`src/rtl/md_pkg.sv`:
```
// md_pkg: shared op codes, state encoding and width for the multiply/divide unit
package md_pkg;
  localparam int WIDTH = 32;
  localparam logic [2:0] MD_MULT  = 3'b000;
  localparam logic [2:0] MD_MULTU = 3'b001;
  localparam logic [2:0] MD_DIV   = 3'b010;
  localparam logic [2:0] MD_DIVU  = 3'b011;
  localparam logic [2:0] MD_MTHI  = 3'b100;
  localparam logic [2:0] MD_MTLO  = 3'b101;
  typedef enum logic [1:0] {S_IDLE, S_RUN, S_FIX} state_t;
endpackage

```
`src/rtl/md_seq_step.sv`:
```
// md_seq_step: one shift-add multiply or restoring divide iteration on a 2*WIDTH accumulator (is_div, acc, b in; acc_next out)
module md_seq_step #(
  parameter int WIDTH = md_pkg::WIDTH
) (
  input  logic                 is_div,
  input  logic [2*WIDTH-1:0]   acc,
  input  logic [WIDTH-1:0]     b,
  output logic [2*WIDTH-1:0]   acc_next
);
  logic [WIDTH:0] sum;
  logic [WIDTH:0] rem;
  logic           ge;
  always_comb begin
    sum      = {1'b0, acc[2*WIDTH-1:WIDTH]} + (acc[0] ? {1'b0, b} : '0);
    rem      = acc[2*WIDTH-1:WIDTH-1];
    ge       = rem >= {1'b0, b};
    acc_next = is_div ? {ge ? WIDTH'(rem - {1'b0, b}) : rem[WIDTH-1:0], acc[WIDTH-2:0], ge}
                      : {sum, acc[WIDTH-1:1]};
  end
endmodule

```
`src/rtl/md_seq.sv`:
```
// md_seq: multi-cycle signed/unsigned multiply and divide with HI/LO registers (clk, rst_n, start, mdop, da, db in; busy, done, hi, lo out)
module md_seq #(
  parameter int WIDTH = md_pkg::WIDTH
) (
  input  logic             clk,
  input  logic             rst_n,
  input  logic             start,
  input  logic [2:0]       mdop,
  input  logic [WIDTH-1:0] da,
  input  logic [WIDTH-1:0] db,
  output logic             busy,
  output logic             done,
  output logic [WIDTH-1:0] hi,
  output logic [WIDTH-1:0] lo
);
  import md_pkg::*;
  localparam int CW = $clog2(WIDTH);
  state_t             state;
  logic [CW-1:0]      cnt;
  logic               is_div, neg_q, neg_r, sgn;
  logic [2*WIDTH-1:0] acc, acc_next, prod;
  logic [WIDTH-1:0]   b_r, ma, mb, q_fix, r_fix;
  md_seq_step #(.WIDTH(WIDTH)) u_step (
    .is_div   (is_div),
    .acc      (acc),
    .b        (b_r),
    .acc_next (acc_next)
  );
  always_comb begin
    sgn   = (mdop == MD_MULT) || (mdop == MD_DIV);
    ma    = sgn && da[WIDTH-1] ? -da : da;
    mb    = sgn && db[WIDTH-1] ? -db : db;
    prod  = neg_q ? -acc : acc;
    q_fix = neg_q ? -acc[WIDTH-1:0] : acc[WIDTH-1:0];
    r_fix = neg_r ? -acc[2*WIDTH-1:WIDTH] : acc[2*WIDTH-1:WIDTH];
  end
  // Multiply keeps the multiplier in acc's low half and the multiplicand in b_r;
  // divide keeps the dividend in acc's low half and the divisor in b_r.
  always_ff @(posedge clk or negedge rst_n) begin
    if (!rst_n) begin
      state  <= S_IDLE;
      cnt    <= '0;
      busy   <= 1'b0;
      done   <= 1'b0;
      hi     <= '0;
      lo     <= '0;
      acc    <= '0;
      b_r    <= '0;
      is_div <= 1'b0;
      neg_q  <= 1'b0;
      neg_r  <= 1'b0;
    end else begin
      done <= 1'b0;
      case (state)
        S_IDLE: if (start) begin
          if (mdop == MD_MTHI) hi <= da;
          else if (mdop == MD_MTLO) lo <= da;
          else if (!mdop[2]) begin
            state  <= S_RUN;
            busy   <= 1'b1;
            cnt    <= '0;
            is_div <= mdop[1];
            neg_q  <= sgn & (da[WIDTH-1] ^ db[WIDTH-1]);
            neg_r  <= sgn & da[WIDTH-1];
            acc    <= {{WIDTH{1'b0}}, mdop[1] ? ma : mb};
            b_r    <= mdop[1] ? mb : ma;
          end
        end
        S_RUN: begin
          acc <= acc_next;
          cnt <= cnt + 1'b1;
          if (cnt == CW'(WIDTH - 1)) state <= S_FIX;
        end
        S_FIX: begin
          {hi, lo} <= is_div ? {r_fix, q_fix} : prod;
          state    <= S_IDLE;
          busy     <= 1'b0;
          done     <= 1'b1;
        end
        default: state <= S_IDLE;
      endcase
    end
  end
endmodule

```
`config.mk`:
```
export PLATFORM = sky130hd
export DESIGN_NAME = md_seq
export DESIGN_NICKNAME = d
export VERILOG_FILES = /design/src/rtl/md_pkg.sv /design/src/rtl/md_seq_step.sv /design/src/rtl/md_seq.sv
export SDC_FILE = /design/constraint.sdc
export NUM_CORES = 1
export LEC_CHECK = 0
export CAP_MARGIN = 20
export CORE_UTILIZATION = 35
export DETAILED_ROUTE_END_ITERATION = 10
export DONT_BUFFER_PORTS = 1
export GPL_ROUTABILITY_DRIVEN = 0
export PLACE_DENSITY = 0.57
export REMOVE_ABC_BUFFERS = 1
export SKIP_LAST_GASP = 1
export SLEW_MARGIN = 30
export SYNTH_ARGS = -nofsm -noshare
export SYNTH_HDL_FRONTEND = slang
export SYNTH_SLANG_ARGS = --single-unit
```
`constraint.sdc`:
```
create_clock -name clk -period 4.16 [get_ports clk]
set_input_delay 1.04 -clock clk [delete_from_list [all_inputs] [get_ports clk]]
set_output_delay 1.04 -clock clk [all_outputs]
set_load 0.02 [all_outputs]
```
## Word-level counts from Yosys, hierarchy flattened

Cells that the tools add are included.

| word-level totals | value |
|---|---|
| bits in registers | 172 |
| output and inout port bits | 66 |
| logic and storage cells | 92 |

| operators by class | value |
|---|---|
| add/sub/neg operators | 8 |
| order comparisons | 1 |
| equality and inequality tests | 13 |
| muxes and demuxes | 40 |
| bitwise operators | 6 |
| reductions and logical operators | 13 |

Operators by type and width:

| kind | count |
|---|---|
| $mux 64 | 7 |
| $mux 32 | 13 |
| $neg 32->32 | 4 |
| $pmux 32 s2 | 2 |
| $pmux 64 s2 | 1 |
| $neg 64->64 | 1 |
| $add 32x32->33 | 1 |
| $ge 33x32->1 | 1 |
| $sub 32x32->32 | 1 |
| $mux 5 | 4 |
| $reduce_and 5->1 | 4 |
| $ne 2x2->1 const B | 7 |
| $mux 2 | 5 |
| $pmux 5 s2 | 1 |
| $eq 3x3->1 const B | 2 |
| $add 5x1->5 const B | 1 |
| $eq 5x5->1 const B | 1 |
| $mux 1 | 5 |
| $pmux 2 s2 | 1 |
| $reduce_and 4->1 | 1 |
| $reduce_bool 2->1 | 2 |
| $eq 3x2->1 const B | 1 |
| $logic_not 3->1 | 1 |
| $not 1->1 | 3 |
| other kinds (9) | 11 |

## Logic depth before layout (Yosys ltp)

| logic depth | value |
|---|---|
| word-level depth | 10 |
| gate-level depth with buffers | 15 |
| mapped depth without buffers | 14 |

## Hierarchy

From an unflattened synthesis, not the netlist that was laid out.

| unflattened totals | value |
|---|---|
| cells, all modules | 1965 |
| area, all modules | 15690.0 µm² |

Modules (own cells, without submodules):

| module | times used | cells an instance | area each (µm²) | sequential area each (µm²) |
|---|---|---|---|---|
| md_seq | 1 | 1294 | 10991.8 | 4304.1 |
| md_seq_step | 1 | 671 | 4698.3 | 0.0 |

## Worst setup path after synthesis

OpenSTA, ideal clock, no wires.

| path | value |
|---|---|
| path type | register -> register |
| start point | register acc[0] |
| end point | register acc[63] |
| setup time | 0.130 ns |
| data arrival time | 3.044 ns |
| required time | 4.030 ns |
| slack | 0.986 ns |
| cell stages (with the launch flop) | 16 |
| buffers on the path | 2 |
| period minus slack after synthesis | 3.174 ns |
| cell sequence | dfrtp_1 inv_1 clkbuf_1 nor2_1 ha_1 clkbuf_1 a21o_1 nand3_1 a21oi_1 o41ai_1 a21oi_1 o21a_1 a2111oi_0 nor3_1 a21oi_1 a211oi_2 |

| on the way | value |
|---|---|
| longest elaborated chain between the ends | 4 |

Ends and longest elaborated chain:

| item | line | text |
|---|---|---|
| from (decl) | md_seq.sv:21 | `logic [2*WIDTH-1:0] acc, acc_next, prod;` |
| from (signal assigned) | md_seq.sv:65 | `acc <= {{WIDTH{1'b0}}, mdop[1] ? ma : mb};` |
| from (signal assigned) | md_seq.sv:70 | `acc <= acc_next;` |
| $mux 32 | md_seq_step.sv:14 | `sum = {1'b0, acc[2*WIDTH-1:WIDTH]} + (acc[0] ? {1'b0, b} : '0);` |
| $add 32x32->33 | md_seq_step.sv:14 |  |
| $mux 64 | md_seq_step.sv:17 | `acc_next = is_div ? {ge ? WIDTH'(rem - {1'b0, b}) : rem[WIDTH-1:0], acc[WIDTH-2:0], ge}` |
| $pmux 64 s2 | md_seq.sv:54 | `case (state)` |

No other way between the ends.
A chain may end at the register's enable or synchronous reset.

## Final worst setup path

Same ends and word-level chain as after synthesis.

==> metrics.md <==
| Metric | Value |
|---|---|
| Number of iterations in the first detailed-routing pass | 5 |
| Count of buffer and inverter cells on the critical path | 2 |
| Xor/xnor share of the synthesized area | about a tenth |
| Starting Density | 35.79% |
| RSZ-0062 raised after global routing | false |
| Ys async rst share | 100.0% |
| Inst Count DP | roughly 2400 |
| Slowest library cell on the worst path | o41ai_1 |
| Setup ws final | about 0.27 ns |
| Type of destination of the critical path | flip-flop |
| Pins Over Slew Limit | 0 |
| Critical setup path kind | reg2reg |
| Largest area contributor in the netlist | dfrtp_1 |
| Full die area | between 40000 and 50000 um^2 |
| Yosys warnings | 0 |
| Number of global-route vias before repair | 13550 |
| Clk slew on worst S/H paths | roughly 0.070 ns |
| Die Height | 209.8 um |
| Basic-gate share of the synthesized area counting and, or, nand and nor cells | 17.89% |
| Top post-synthesis cells by area | dfrtp_1 28%, xnor2_1 6.5%, mux2i_1 5.9%, ha_1 5.8%, a21oi_1 5.7% |
| Initial antenna violation count | 1 |
| Number of diodes added for antenna fixing | 0 |
| FP Rows | 75 |
| Post-synth EDFFs | 0 |
| Clk_lat worst skew | ~0.46 ns |
| Post-Synthesis Cell Area | roughly 15000 um^2 |
| Overall routed net length | roughly 53 mm |
| Worst EP arrival | ~4.2 ns |
| Proportion of layout cells with a drive suffix above 1 | approximately 6% |
| Clk Tree Root Cell | clkbuf_16 |
| Final critical-path share of the clock period | roughly 93% |
| Power density over the cells | 944.6 nW/um^2 |
| Dominant register cell in the synthesized netlist | dfrtp_1 |
| Distinct cell type count of the synthesized netlist | a little over 80 |
| Area added between synthesis and finish | 7.376% |
| Post-Synthesis Cells | 1913 |
| Maximum number of buffers from clock root to sink | 2 |
| Clock buffers created by TritonCTS | 17 |
| Most numerous cell on the critical path | a21oi_1 |
| Classification of the worst-slack hold path | in2async |
| Crit path max-delay family | compound AO/OA/AOI/OAI gates |
| Count of antenna-violating nets left after detailed routing | 0 |
| Required time at the endpoint of the critical path | around 4.5 ns |
| Post-Synthesis Mean Instance Area | around 7.9 um^2 |
| Global-route wire length before repair | 81.50 mm |
| Cell-by-cell trace of the critical path | inv_1 > buf_4 > nor2_1 > ha_1 > nand4_1 > a21oi_1 > o41ai_1 > a21oi_1 > o21a_1 > a2111oi_0 > nor3_1 > a21oi_1 > a211oi_2 |
| Tmin final | a little under 4 ns |
| Largest clock skew in the final design | approximately 0.01 ns |
| Maximum vdd drop | 0.5343 mV |
| Overall routing resource usage | 24.10% |
| Proportion of synthesized chip area in sequential cells | about 28% |
| Worst Tran Pin Value | about 0.95 ns |
| Count of hold-fix buffers inserted at cts | 0 |
| Post-synthesis compound-gate area fraction | 26.20% |
| Maximum number of pins on one net before global-route repair | ~170 |
| Post-Synth Adder-Cell Area | ~6.1% |
| Final setup vio count | 0 |
| Crit path launch type | flip-flop |
| Dominant combinational cell family by area after synthesis | compound AO/OA/AOI/OAI gates |
| Width of the chip | around 210 um |
| Number of failing hold endpoints at the final stage | 0 |
| Number of placed I/O pins | approximately 140 |
| Drt wl/cell | between 20 and 25 um |
| Initial DRC count | 1551 |
| Final instance count without filler cells | around 2400 |
| Via-per-instance ratio | around 6.0 |
| IO buf count | 0 |
| Maximum achievable frequency | around 260 MHz |
| Critical-path maximum fanout | 17 |
| Synthesized flop and latch total | 172 |
| Share of cell area taken by muxes after synthesis | ~6.0% |
| Floorplan Core Area | roughly 42000 um^2 |
| CTS tree | yes |
| Setup fix buffers added after clock tree synthesis | 0 |
| Post-cts gate resize count | 0 |
| Area fraction of the dominant cell type after synthesis | approximately 28% |
| Worst-case headroom to the max-slew limit | ~36% |
| Residual DRC count | 0 |
| Total number of H-tree levels | 4 |
| Leakage component of the power | between 6 and 7 nW |
| Status | complete, no violations |
| Final #Nets | about 2000 |
| Max-cap viol count | 0 |
| Via Count | between 10000 and 15000 |
| Slowest stage delay, CP | roughly 0.63 ns |
| Worst slack at placement | around 0.25 ns |
| Overflow left after global routing | 0 |
| Post-DP HPWL | 39.72 mm |
| Clock tree sinks | around 170 |
## worst reg2reg max path, stage by stage, from the launching register on
cell and delay, ns:
dfrtp_1 0.44, inv_1 0.48, buf_4 0.34, nor2_1 0.08
ha_1 0.39, nand4_1 0.17, a21oi_1 0.07, o41ai_1 0.63
a21oi_1 0.21, o21a_1 0.25, a2111oi_0 0.39, nor3_1 0.09
a21oi_1 0.17, a211oi_2 0.05
## area by class of cell
type | instances | area (um^2)
fillers | 4333 | 26000
multi-input cells | 1545 | 10060
flip-flops and latches | 172 | 4305
well taps | 539 | 674.4
clock buffers | 20 | 466.7
repair buffers | 38 | 317.8
inverters | 66 | 247.7
clock inverters | 12 | 158.9
## worst paths after layout
path                       startpoint       to  slack [ns]  depth (start not counted)
setup / recovery               acc[0]  acc[63]        0.27                         13
hold / removal                  rst_n    hi[8]        0.30                          0
setup reg to reg               acc[0]  acc[63]        0.27                         13
hold reg to reg               b_r[30]  b_r[30]        0.49                          2
max in group asynchronous       rst_n   hi[28]        3.51                          0
min in group clk              b_r[30]  b_r[30]        0.49                          2
## cells in the mapped netlist, types with 4 or more instances
cell type and number:
a21oi_1 172, nor2_1 161, xor2_1 62, a211o_1 4, nor3b_1 4, nand2b_1 18
nand3_1 21, nand2_1 213, a21boi_0 5, dfrtp_1 172, buf_1 9, o21ai_0 158
o22ai_1 11, o31ai_1 16, xnor2_1 113, inv_1 64, or4_1 10, a32oi_1 4
and3_1 15, o221ai_1 6, buf_6 5, nor4_1 19, o41ai_1 6, o21ai_1 27
o211ai_1 33, nand4_1 15, mux2i_1 89, a22oi_1 27, or3_1 13, buf_2 9
a31oi_1 19, a21o_1 41, ha_1 70, nor3_1 36, a211oi_1 40, o21bai_1 9
nor2b_1 12, and2_1 11, clkbuf_1 107, or2_2 7, o21a_1 14
## metrics by stage
stage	power (mW)	utilization (%)	hold WS, ns	area [um^2]	setup TNS [ns]
after global routing	16.45	38.43	0.2691	16230	0
after global placement	13.25	36.87	0.4660	15570	0
final	15.33	38.43	0.2962	16230	0
after CTS	15.21	38.36	0.2740	16200	0
after detailed placement	13.37	36.88	0.4717	15570	0
after floorplan	10.73	-	0.4494	14580	-20.09
## report_power, final
| part | switching, mW | internal, mW | total (mW) |
|---|---|---|---|
| clock | 0.775 | 1.00 | 1.77 |
| combinational | 5.57 | 3.94 | 9.51 |
| sequential | 1.53 | 2.52 | 4.05 |
## cell usage in the layout (no fill, tap or decap), types with 40 or more instances in the layout
cell type,instances
xnor2_1,113
xor2_1,62
nand2_1,213
a21o_1,41
dfrtp_1,171
o21ai_0,158
ha_1,70
nor2_1,158
a211oi_1,40
mux2i_1,89
a21oi_1,172
inv_1,64
## metal layers
layer / GRT usage [%] / wire [um] / part of all wire, %
met4: 7.224 / 1259 / 2.4
met5: 0 / 12 / 0.023
met3: 6.165 / 4855 / 9.1
met2: 36.92 / 23670 / 44
met1: 33.17 / 23490 / 44
## kinds of logic (layout without fill, tap and decap cells)
logic type	after synthesis	after routing
AO/OA/AOI/OAI	629	629
AND/OR/NAND/NOR	578	578
buffers and inverters	196	136
XOR/XNOR	175	175
flip-flops	172	172
multiplexers	91	91
adder cells (fa/ha/maj)	72	72
## flip-flops by register name, summed over array words and instances (netlist names)
| signal | cells |
|---|---|
| b_r | 32 |
| cnt | 5 |
| is_div | 1 |
| neg_r | 1 |
| acc | 64 |
| neg_q | 1 |
| state | 2 |
| busy | 1 |
| done | 1 |
| hi | 32 |
| lo | 32 |
(Power assumes the default switching activity.)
